File: src/rtl/nlc_horner_sequencer.sv
`default_nettype none
// ============================================================================
//  Module   : nlc_horner_sequencer
//  Purpose  : Sequences one 5th-order Horner evaluation per request,
//             y = ((((a5*x + a4)*x + a3)*x + a2)*x + a1)*x + a0,
//             through one shared FP32 multiplier and one shared FP32 adder
//             using their srdyi/srdyo handshakes. No arithmetic is done
//             here; every value passes through bit-exact.
//  Ports    : clk, rst (async, active-low)
//             srdyi, x_i, ch_i          request from the normalization stage
//             busy, srdyo, y_o, ch_o    status and result to the converter
//             ovr_err                   sticky: request dropped while busy
//             coeff_ch_o, coeff_idx_o,
//             coeff_i                   combinational coefficient lookup
//             mul_* / add_*             shared arithmetic unit handshakes
//  Revision : 1.0  initial release
// ============================================================================
module nlc_horner_sequencer #(
    parameter int CH_NUM = 16,
    parameter int W      = 32,
    localparam int CH_W  = $clog2(CH_NUM)
) (
    input  logic            clk,
    input  logic            rst,
    input  logic            srdyi,
    input  logic [W-1:0]    x_i,
    input  logic [CH_W-1:0] ch_i,
    output logic            busy,
    output logic            srdyo,
    output logic [W-1:0]    y_o,
    output logic [CH_W-1:0] ch_o,
    output logic            ovr_err,
    output logic [CH_W-1:0] coeff_ch_o,
    output logic [2:0]      coeff_idx_o,
    input  logic [W-1:0]    coeff_i,
    output logic            mul_srdyi,
    output logic [W-1:0]    mul_in1,
    output logic [W-1:0]    mul_in2,
    input  logic            mul_srdyo,
    input  logic [W-1:0]    mul_out,
    output logic            add_srdyi,
    output logic [W-1:0]    add_in1,
    output logic [W-1:0]    add_in2,
    input  logic            add_srdyo,
    input  logic [W-1:0]    add_out
);

    localparam logic [2:0] C_IDX_A5 = 3'd5;
    localparam logic [2:0] C_IDX_A4 = 3'd4;

    typedef enum logic [2:0] {
        S_IDLE      = 3'd0,
        S_MUL_ISSUE = 3'd1,
        S_MUL_WAIT  = 3'd2,
        S_ADD_ISSUE = 3'd3,
        S_ADD_WAIT  = 3'd4,
        S_DONE      = 3'd5
    } state_t;

    state_t          r_state, w_state_nxt;
    logic [2:0]      r_k, w_k_nxt;
    logic [CH_W-1:0] r_ch, w_ch_nxt;

    logic            w_mul_srdyi_nxt, w_add_srdyi_nxt, w_srdyo_nxt, w_ovr_nxt;
    logic [W-1:0]    w_mul_in1_nxt, w_mul_in2_nxt;
    logic [W-1:0]    w_add_in1_nxt, w_add_in2_nxt;
    logic [W-1:0]    w_y_nxt;
    logic [CH_W-1:0] w_ch_o_nxt;

    // mul_in1 doubles as the accumulator and add_in1 as the product
    // register: each is loaded exactly when the value it carries is
    // produced, and the units only look at them on their issue pulse.
    // mul_in2 carries x for the whole evaluation.

    assign busy = (r_state != S_IDLE);

    // While idle the lookup is pointed at a5 of the incoming channel so the
    // request cycle can capture it directly. While busy, r_k names the
    // coefficient the next add needs; add_in2 is captured from coeff_i on
    // the same edge that accepts the multiplier result.
    assign coeff_ch_o  = (r_state == S_IDLE) ? ch_i     : r_ch;
    assign coeff_idx_o = (r_state == S_IDLE) ? C_IDX_A5 : r_k;

    always_comb begin
        w_state_nxt     = r_state;
        w_k_nxt         = r_k;
        w_ch_nxt        = r_ch;
        w_mul_srdyi_nxt = 1'b0;
        w_mul_in1_nxt   = mul_in1;
        w_mul_in2_nxt   = mul_in2;
        w_add_srdyi_nxt = 1'b0;
        w_add_in1_nxt   = add_in1;
        w_add_in2_nxt   = add_in2;
        w_srdyo_nxt     = 1'b0;
        w_y_nxt         = y_o;
        w_ch_o_nxt      = ch_o;
        // A request arriving while busy is dropped and flagged.
        w_ovr_nxt       = ovr_err | (srdyi & (r_state != S_IDLE));

        case (r_state)
            S_IDLE: begin
                if (srdyi) begin
                    w_ch_nxt        = ch_i;
                    w_k_nxt         = C_IDX_A4;
                    w_mul_srdyi_nxt = 1'b1;
                    w_mul_in1_nxt   = coeff_i;
                    w_mul_in2_nxt   = x_i;
                    w_state_nxt     = S_MUL_ISSUE;
                end
            end
            S_MUL_ISSUE: begin
                w_state_nxt = S_MUL_WAIT;
            end
            S_MUL_WAIT: begin
                if (mul_srdyo) begin
                    w_add_srdyi_nxt = 1'b1;
                    w_add_in1_nxt   = mul_out;
                    w_add_in2_nxt   = coeff_i;
                    w_state_nxt     = S_ADD_ISSUE;
                end
            end
            S_ADD_ISSUE: begin
                w_state_nxt = S_ADD_WAIT;
            end
            S_ADD_WAIT: begin
                if (add_srdyo) begin
                    if (r_k == 3'd0) begin
                        // The result is published on this edge, so srdyo is
                        // seen while the FSM is already back in IDLE and a
                        // request in that same cycle is accepted. This edge
                        // is the completion step; S_DONE is not occupied.
                        w_y_nxt     = add_out;
                        w_ch_o_nxt  = r_ch;
                        w_srdyo_nxt = 1'b1;
                        w_state_nxt = S_IDLE;
                    end else begin
                        w_k_nxt         = r_k - 3'd1;
                        w_mul_srdyi_nxt = 1'b1;
                        w_mul_in1_nxt   = add_out;
                        w_state_nxt     = S_MUL_ISSUE;
                    end
                end
            end
            S_DONE: begin
                w_state_nxt = S_IDLE;
            end
            default: begin
                w_state_nxt = S_IDLE;
            end
        endcase
    end

    always_ff @(posedge clk or negedge rst) begin
        if (!rst) begin
            r_state   <= S_IDLE;
            r_k       <= 3'd0;
            r_ch      <= '0;
            mul_srdyi <= 1'b0;
            mul_in1   <= '0;
            mul_in2   <= '0;
            add_srdyi <= 1'b0;
            add_in1   <= '0;
            add_in2   <= '0;
            srdyo     <= 1'b0;
            y_o       <= '0;
            ch_o      <= '0;
            ovr_err   <= 1'b0;
        end else begin
            r_state   <= w_state_nxt;
            r_k       <= w_k_nxt;
            r_ch      <= w_ch_nxt;
            mul_srdyi <= w_mul_srdyi_nxt;
            mul_in1   <= w_mul_in1_nxt;
            mul_in2   <= w_mul_in2_nxt;
            add_srdyi <= w_add_srdyi_nxt;
            add_in1   <= w_add_in1_nxt;
            add_in2   <= w_add_in2_nxt;
            srdyo     <= w_srdyo_nxt;
            y_o       <= w_y_nxt;
            ch_o      <= w_ch_o_nxt;
            ovr_err   <= w_ovr_nxt;
        end
    end

endmodule
`default_nettype wire

File: config.mk
export PLATFORM = sky130hd
export DESIGN_NAME = nlc_horner_sequencer
export DESIGN_NICKNAME = d
export VERILOG_FILES = /design/src/rtl/nlc_horner_sequencer.sv
export SDC_FILE = /design/constraint.sdc
export NUM_CORES = 1
export LEC_CHECK = 0
export ABC_AREA = 1
export CORE_MARGIN = 5
export CORE_UTILIZATION = 35
export DETAILED_ROUTE_END_ITERATION = 8
export DONT_BUFFER_PORTS = 1
export GPL_ROUTABILITY_DRIVEN = 0
export SETUP_SLACK_MARGIN = 0.15
export SLEW_MARGIN = 15
export SYNTH_ARGS = -nofsm -noshare
export SYNTH_HDL_FRONTEND = slang
export SYNTH_SLANG_ARGS = --single-unit
File: constraint.sdc
create_clock -name clk -period 2.8 [get_ports clk]
set_input_delay 0.56 -clock clk [delete_from_list [all_inputs] [get_ports clk]]
set_output_delay 0.56 -clock clk [all_outputs]
set_load 0.02 [all_outputs]
==> impl_metrics.ini <==
[worst_setup_path]
crit_buf_inv = 3
critPathMaxStageDelay_ns = 0.48
worstSetupPathType = reg2out
cp.arrival_ns = 1.81
worst-r2r-cell-count = 7
setup.worst_path.start_class = flop
crit_slowest_cell = dfrtp_1
crit_top_cell = buf_4
worstReg2RegStart = r_k[0]$_DFFE_PN0P_
critPathCaptureType = primary output
crit_cells = 6
r2r_end = mul_in1[8]$_DFFE_PN0P_
crit_chain = inv_2 > nand2_2 > nor2_4 > buf_4 > buf_4 > nor2_1
crit_required_ns = 2.24
cpLargestDelayFamily = simple AND/OR/NAND/NOR gates
reg2reg_slack_ns = 0.90
cp_max_fo = 27

[yosys]
synth_xor_area_frac = 0.00118
synth.most_common_cell = nand2_1
synth_seq_area_share = 0.598
yosysTopAreaCell = dfrtp_1
synth_nets = 1030
netlist_area_um2 = 7450
synthAdderAreaFrac = 0.00336
synth_top_family_by_area = simple AND/OR/NAND/NOR gates
synth.cells.most_frequent = nand2_1 (511), dfrtp_1 (178), nand3_1 (103)
netlist.area_leader.share = 0.598
syn_avg_cell_area_um2 = 8.36
yosys_warnings = 0
synth.area.top_cells = dfrtp_1 (60%), nand2_1 (26%), nand3_1 (6.9%)
netlist_instances = 891
synth_cell_types = 23
synthSimpleGateAreaFrac = 0.343
async_flop_share = 1.00
synth_compound_area_frac = 0.00874
synth-main-ff-cell = dfrtp_1
synth_seq_cells = 178
muxShareOfSynthArea = 0
synth-edff-count = 0

[clock_network]
clock-root-buffer = clkbuf_16
cts_resized = 0
cts_buffers = 17
clk_latency_ns = 0.42
h-tree-depth = 4
cts_tree = built
clk_pin_slew_ns = 0.07
clock_sinks = 178
clock_path_buffers = 2

[pwr]
p_int_uw = 5940
p_leak_uw = 0.00447
seqPwrFrac = 0.543
ir_drop_mv = 0.649
sw_frac_of_total = 0.472
combPwrFrac = 0.253
power.density_nw_per_um2 = 1360
p_sw_uw = 5310
p_clk_frac = 0.204

[detailed_routing]
met3_length_um = 2530
wl_per_cell_um = 19.2
drt_pass1_iterations = 4
drtAntennaViolNets = 0
vias = 5638
wirelength_um = 22300
wl_met1_um = 8820
vias_per_cell = 4.84
drt_iter0_drc = 488
drcViolationCount = 0
top_layer = met4
dr_wl_met2_um = 10800

[run_status]
violations = hold timing
status = finished with violations

[global_route]
antenna_found_initial = 0
grt_first_pass_wirelength_um = 34300
grt_pass1_vias = 5782
gr-usage-all-layers = 0.182
grt_max_degree = 179
overflow = 0

[sta]
finalCritPeriodShare = 0.845
worst_pin_slew_ns = 0.765
setup_violations = 0
max_slew_margin = 0.488
maxSlewViolCount = 0
setup_tns_ns = 0
hold_violations = 178
holdWs_ns = -0.167
finalCriticalPeriod_ns = 2.37
setup_ws_ns = 0.433
max_freq_mhz = 422
rsz0062_at_grt = no
fin_worst_skew_ns = 0.00433

[floorplanning]
start_util = 0.354
die_h_um = 156
num_rows = 53
dieWidth_um = 156
core_um2 = 21000
pin_count = 313
dieArea_um2 = 24300

[finish]
nets = 1016
drive_gt1_frac = 0.0719
area_growth_pct = 10.7
fin_cells = 1165
antenna_cells = 0
postLayoutCoreUtil = 0.392

[run]
drv_cap = 0

[placement]
pre_cts_slack_ns = 0.753
port_buffers = 0
dpl.cell_count = 1130
dp_hpwl_um = 15300

[min_path]
hold_path_class = in2async
-- sequential cells by signal (all words and copies together) (netlist names) --
signal     flops
add_in1       32
add_in2       32
add_srdyi      1
ch_o           4
mul_in1       32
mul_in2       32
mul_srdyi      1
ovr_err        1
r_ch           4
r_k            3
r_state        3
srdyo          1
y_o           32
-- layout make-up --
cell class | instances | area [µm²]
clock buffer | 19 | 443
clock inverter | 13 | 119
fill | 2118 | 12800
inverter | 16 | 60.1
multi-input combinational | 645 | 2660
sequential | 178 | 4460
tap | 275 | 344
timing repair buffer | 19 | 168
-- layer usage --
| metal | GRT usage | vias to the layer above |
|---|---|---|
| met1 | 0.231 | 2637 |
| li1 | - | 2735 |
| met2 | 0.301 | 255 |
| met3 | 0.0671 | 11 |
| met5 | 0 | - |
| met4 | 0.0367 | 0 |
-- layout by cell type, fill, tap and decap left out, types with 2 or more instances in the layout --
cell type  count
inv_8          4
nor2_4         2
inv_2          2
clkinv_4       3
buf_12         2
o21bai_1       2
o21ai_0        5
nand3b_1       2
nand3_2        2
dfrtp_1      177
o21ai_1        4
inv_6          4
inv_1         14
ha_1           2
buf_4         17
nor2_1         4
nand3_1      102
nand2_2        4
nand2_1      511
clkbuf_16     17
-- metrics by stage --
stage                     instance area (µm²)  hold slack, ns  power, µW
after floorplan                          7450           0.264       8030
after detailed placement                 7660           0.269       9030
after CTS                                8230          -0.196      11400
after global placement                   7660           0.268       8920
after global routing                     8250          -0.203      12100
final                                    8250          -0.167      11200
-- logic make-up (layout without fill, tap and decap cells) --
kind of cell,after synthesis,count (layout)
AO/OA/AOI/OAI,12,12
XOR/XNOR,1,1
AND/OR/NAND/NOR,630,630
flip-flops,178,178
adder cells (fa/ha/maj),2,2
buffers and inverters,68,67
-- power groups by stage --
stage | Combinational (µW) | Sequential, µW | Clock (µW)
6_report | 2840 | 6110 | 2300
2_1_floorplan | 2250 | 5770 | 0
3_5_place_dp | 2860 | 6170 | 0
4_1_cts | 2860 | 6150 | 2370
5_1_grt | 3320 | 6250 | 2480
3_3_place_gp | 2750 | 6170 | 0
-- worst max-delay path by stage --
stage                                       from             end
after floorplan           r_state[1]$_DFFE_PN0P_   coeff_ch_o[0]
after global placement    r_state[1]$_DFFE_PN0P_   coeff_ch_o[3]
after detailed placement  r_state[1]$_DFFE_PN0P_   coeff_ch_o[1]
after CTS                 r_state[1]$_DFFE_PN0P_   coeff_ch_o[1]
after global routing      r_state[1]$_DFFE_PN0P_   coeff_ch_o[3]
final                     r_state[1]$_DFFE_PN0P_  coeff_idx_o[1]
-- worst register-to-register path, cell delays in order (launching register included) --
cell	delay (ns)
dfrtp_1	0.34
inv_1	0.09
ha_1	0.23
a21oi_1	0.26
nand2_2	0.09
nand2_2	0.57
nand2_1	0.15
nand2_1	0.10
-- repair_timing --
action                                  CTS  global route
endpoints found under the setup margin    0             3
hold endpoints to repair                178           178
setup buffers                             0             3
No activity file was read; power rests on OpenSTA's default activity.
